<file path="src/rtl/main_decoder_pkg.sv">
// rtl/main_decoder_pkg.sv - shared processor opcode and control-encoding constants
package main_decoder_pkg;

    // Base-ISA major opcodes, instr[6:0]
    localparam logic [6:0] OP_LOAD   = 7'b0000011;
    localparam logic [6:0] OP_STORE  = 7'b0100011;
    localparam logic [6:0] OP_RTYPE  = 7'b0110011;
    localparam logic [6:0] OP_ITYPE  = 7'b0010011;
    localparam logic [6:0] OP_BRANCH = 7'b1100011;
    localparam logic [6:0] OP_JAL    = 7'b1101111;

    // Immediate format select
    localparam logic [1:0] IMM_I = 2'b00;
    localparam logic [1:0] IMM_S = 2'b01;
    localparam logic [1:0] IMM_B = 2'b10;
    localparam logic [1:0] IMM_J = 2'b11;

    // Writeback source select
    localparam logic [1:0] RES_ALU = 2'b00;
    localparam logic [1:0] RES_MEM = 2'b01;
    localparam logic [1:0] RES_PC4 = 2'b10;

    // ALU operation class
    localparam logic [1:0] ALU_ADD   = 2'b00;
    localparam logic [1:0] ALU_SUB   = 2'b01;
    localparam logic [1:0] ALU_FUNCT = 2'b10;

endpackage

</file>
<file path="src/rtl/main_decoder.sv">
// rtl/main_decoder.sv - opcode main decoder with sticky illegal-opcode flag
module main_decoder
    import main_decoder_pkg::*;
(
    input  logic       clk,
    input  logic       rst,
    input  logic [6:0] Op,
    output logic       RegWrite,
    output logic [1:0] ImmSrc,
    output logic       ALUSrc,
    output logic       MemWrite,
    output logic [1:0] ResultSrc,
    output logic       Branch,
    output logic       Jump,
    output logic [1:0] ALUOp,
    output logic       IllegalOp,
    output logic       IllegalSticky
);

    // Decode Op into control signals; anything unrecognised (including X/Z) falls to an all-zero safe default
    always_comb begin
        RegWrite  = 1'b0;
        ImmSrc    = IMM_I;
        ALUSrc    = 1'b0;
        MemWrite  = 1'b0;
        ResultSrc = RES_ALU;
        Branch    = 1'b0;
        Jump      = 1'b0;
        ALUOp     = ALU_ADD;
        IllegalOp = 1'b0;
        case (Op)
            OP_LOAD: begin
                RegWrite  = 1'b1;
                ImmSrc    = IMM_I;
                ALUSrc    = 1'b1;
                ResultSrc = RES_MEM;
                ALUOp     = ALU_ADD;
            end
            OP_STORE: begin
                ImmSrc    = IMM_S;
                ALUSrc    = 1'b1;
                MemWrite  = 1'b1;
                ALUOp     = ALU_ADD;
            end
            OP_RTYPE: begin
                RegWrite  = 1'b1;
                ALUOp     = ALU_FUNCT;
            end
            OP_ITYPE: begin
                RegWrite  = 1'b1;
                ImmSrc    = IMM_I;
                ALUSrc    = 1'b1;
                ALUOp     = ALU_FUNCT;
            end
            OP_BRANCH: begin
                ImmSrc    = IMM_B;
                Branch    = 1'b1;
                ALUOp     = ALU_SUB;
            end
            OP_JAL: begin
                RegWrite  = 1'b1;
                ImmSrc    = IMM_J;
                ResultSrc = RES_PC4;
                Jump      = 1'b1;
            end
            default: begin
                IllegalOp = 1'b1;
            end
        endcase
    end

    // Remember that an illegal opcode was ever sampled; only reset clears it, and reset wins over a same-edge set
    always_ff @(posedge clk or posedge rst) begin
        if (rst) begin
            IllegalSticky <= 1'b0;
        end else if (IllegalOp) begin
            IllegalSticky <= 1'b1;
        end
    end

endmodule

</file>
<file path="config.mk">
export PLATFORM = sky130hd
export DESIGN_NAME = main_decoder
export DESIGN_NICKNAME = d
export VERILOG_FILES = /design/src/rtl/main_decoder_pkg.sv /design/src/rtl/main_decoder.sv
export SDC_FILE = /design/constraint.sdc
export NUM_CORES = 1
export LEC_CHECK = 0
export ABC_AREA = 1
export CORE_AREA = 3 3 40 42
export CTS_CLUSTER_SIZE = 16
export DETAILED_ROUTE_END_ITERATION = 10
export DIE_AREA = 0 0 43 45
export RECOVER_POWER = 50
export SKIP_LAST_GASP = 1
export SLEW_MARGIN = 25
export SYNTH_ARGS = -nofsm -noshare
export SYNTH_HDL_FRONTEND = slang
export SYNTH_SLANG_ARGS = --single-unit
</file>
<file path="constraint.sdc">
create_clock -name clk -period 1.8 [get_ports clk]
set_input_delay 0.18 -clock clk [delete_from_list [all_inputs] [get_ports clk]]
set_output_delay 0.18 -clock clk [all_outputs]
set_load 0.01 [all_outputs]
</file>
==> results of run 1 <==
==> metal layers <==
layer | GRT usage (%) | vias to the layer above | share of wire (%)
met4 | 0 | 0 | 0
met3 | 0.398 | 0 | 13
met2 | 11.1 | 15 | 46
met5 | 0 | - | 0
met1 | 7.66 | 103 | 41
li1 | - | 142 | -
==> final timing paths <==
check | start | end | slack (ns) | cells past startpoint
min | IllegalSticky$_DFFE_PP0N_ | IllegalSticky$_DFFE_PP0N_ | 0.44 | 2
max reg2reg | IllegalSticky$_DFFE_PP0N_ | IllegalSticky$_DFFE_PP0N_ | 1.24 | 2
max | Op[4] | Branch | 0.02 | 7
min in group asynchronous | rst | IllegalSticky$_DFFE_PP0N_ | 0.46 | 2
min reg2reg | IllegalSticky$_DFFE_PP0N_ | IllegalSticky$_DFFE_PP0N_ | 0.44 | 2
max in group asynchronous | rst | IllegalSticky$_DFFE_PP0N_ | 1.25 | 2
==> where the power goes <==
group          internal, mW  leakage [nW]  switching (mW)
Combinational        0.0266         0.335          0.0196
Sequential           0.0229       0.00875               0
Clock                     0             0               0
==> per-stage QoR <==
stage          power (mW)  area, um^2  instances  setup slack, ns  hold WS [ns]
6_report           0.0691         448         71           0.0209         0.441
5_1_grt            0.0743         448         71          -0.0720         0.474
4_1_cts            0.0704         430         71          -0.0219         0.330
3_5_place_dp       0.0702         430         71          -0.0230         0.329
3_3_place_gp       0.0696         430         71          -0.0192         0.321
2_1_floorplan      0.0398         194         34            0.866       -0.0913
==> cells in the mapped netlist (all sizes together) <==
master  instances
a21oi           1
buf             2
dfrtp           1
inv            10
nand2           9
nand3           3
nor2            6
nor3            1
o21ai           1
==> cell type report <==
cell class	instances	area share, %
timing repair buffer	24	54.7
multi-input combinational	21	27.1
inverter	10	8.38
sequential	1	5.59
tap	15	4.19
==> logic make-up after synthesis <==
group / count (synthesis) / synth area share, %
AO/OA/AOI/OAI: 2 / 5.16
buffers and inverters: 12 / 27.1
AND/OR/NAND/NOR: 19 / 54.8
flip-flops: 1 / 12.9
==> repair_timing <==
action | CTS | global route
pin swaps | 0 | 2
buffers inserted | 0 | 0
setup endpoints to repair | 9 | 10
gates resized for setup | 3 | 10
==> tightest hold or removal path, cell delays in order, from the launching register on <==
cell     delay (ns)
dfrtp_1        0.31
inv_1          0.04
nand2_1        0.05
==> flow_metrics.py, run 1 <==
metrics = {
    "yosys": {
        "syn-cell-area_um2": 194,
        "syn-mean-instance-area_um2": 5.70,
        "synth_seq_cells": 1,
        "seq_area_frac_synth_pct": 12.9,
        "synth-warning-count": 0,
        "synth_area_leaders": "inv_1 (15%), dfrtp_1 (13%), nand2_1 (12%), nand3_2 (10%), nor2_1 (9.7%)",
        "yosysUniqueCellTypes": 14,
        "yosysTopAreaCell": "inv_1",
        "syn-num-nets": 43,
        "synthCells": 34,
        "synth_top_cell_area_share_pct": 15.5,
    },
    "final_layout": {
        "fillers": 154,
        "top_register": "IllegalSticky",
        "reg.largest.list": "IllegalSticky (1)",
        "area_growth_pct": 131,
        "seqCellArea_um2": 25.0,
        "num-nets-final": 67,
        "antenna_cells": 0,
        "utilization_pct": 34.9,
        "drive_above_1_share_pct": 23.2,
        "largest_reg_flops": 1,
        "multi_input_area_um2": 121,
        "mostFrequentLayoutCells": "inv_1 (8), clkdlybuf4s50_1 (8), nand2_1 (6), dlymetal6s2s_1 (6)",
    },
    "grt": {
        "grt_pass1_vias": 246,
        "grt_pass1_wl_um": 938,
        "grt_start_max_net_pins": 7,
        "grt_util_all_layers_pct": 5.81,
        "overflow": 0,
        "grt_antenna_before_repair": 0,
    },
    "detailed_routing": {
        "drtPass1Iterations": 2,
        "vias": 260,
        "drc": 0,
        "ant_nets": 0,
        "vias_per_cell": 3.66,
        "drt-initial-drc-count": 2,
        "routedWlPerCell_um": 7.11,
        "totalWireLength_um": 505,
    },
    "cts": {
        "clk_pin_slew_ns": 0,
        "cts_hold_buf": 0,
        "clk_latency_ns": 0,
    },
    "timing": {
        "fin_skew_ns": 0,
        "fmax_mhz": 562,
        "fin_crit_sh_pct": 98.8,
        "period_needed_ns": 1.78,
        "worstMarginPinSlew_ns": 0.161,
        "finalSetupTns_ns": 0,
        "rsz0062_at_grt": "true",
        "slew_headroom_pct": 89.2,
        "slew_violations": 0,
        "setup_viol": 0,
        "hold_viol": 0,
    },
    "critical_path": {
        "cp_data_required_time_ns": 1.62,
        "crit_buf_inv": 4,
        "cp_top_family": "buffers and inverters",
        "path_class": "primary input to output pin",
        "max_stage_delay_ns": 0.53,
        "start_kind": "primary input",
        "path_cells": "clkdlybuf4s50_1 > inv_2 > nand2_2 > nor2_4 > nand2_2 > inv_1 > clkdlybuf4s50_1",
        "arrival_ns": 1.60,
        "end_kind": "output pin",
        "cp_slowest_cell": "clkdlybuf4s50_1",
        "critPathMaxFanout": 3,
    },
    "floorplan": {
        "die_w_um": 43,
        "start_util_pct": 15.1,
        "coreArea_um2": 1280,
        "io_pins": 22,
        "die_y_um": 45,
        "dieArea_um2": 1940,
        "rows": 13,
    },
    "run": {
        "drv_cap": 0,
    },
    "placed_design": {
        "place_congestion": 0.634,
        "hpwl_um": 480,
        "io_buffers": 21,
    },
    "power": {
        "leakage_nw": 0.343,
        "ir_drop_mv": 0.0565,
        "powerDensity_nw_per_um2": 154,
    },
    "min_path": {
        "min_path_type": "register to register",
    },
    "outcome": {
        "outcome": "finished clean",
    },
}
Power figures use the tool's default switching activity.
==> run 2: changes to the inputs <==
- CTS_CLUSTER_SIZE: 16 -> not set
==> results of run 2 <==
No change in the layout: final DEF, timing and power equal those of run 1.
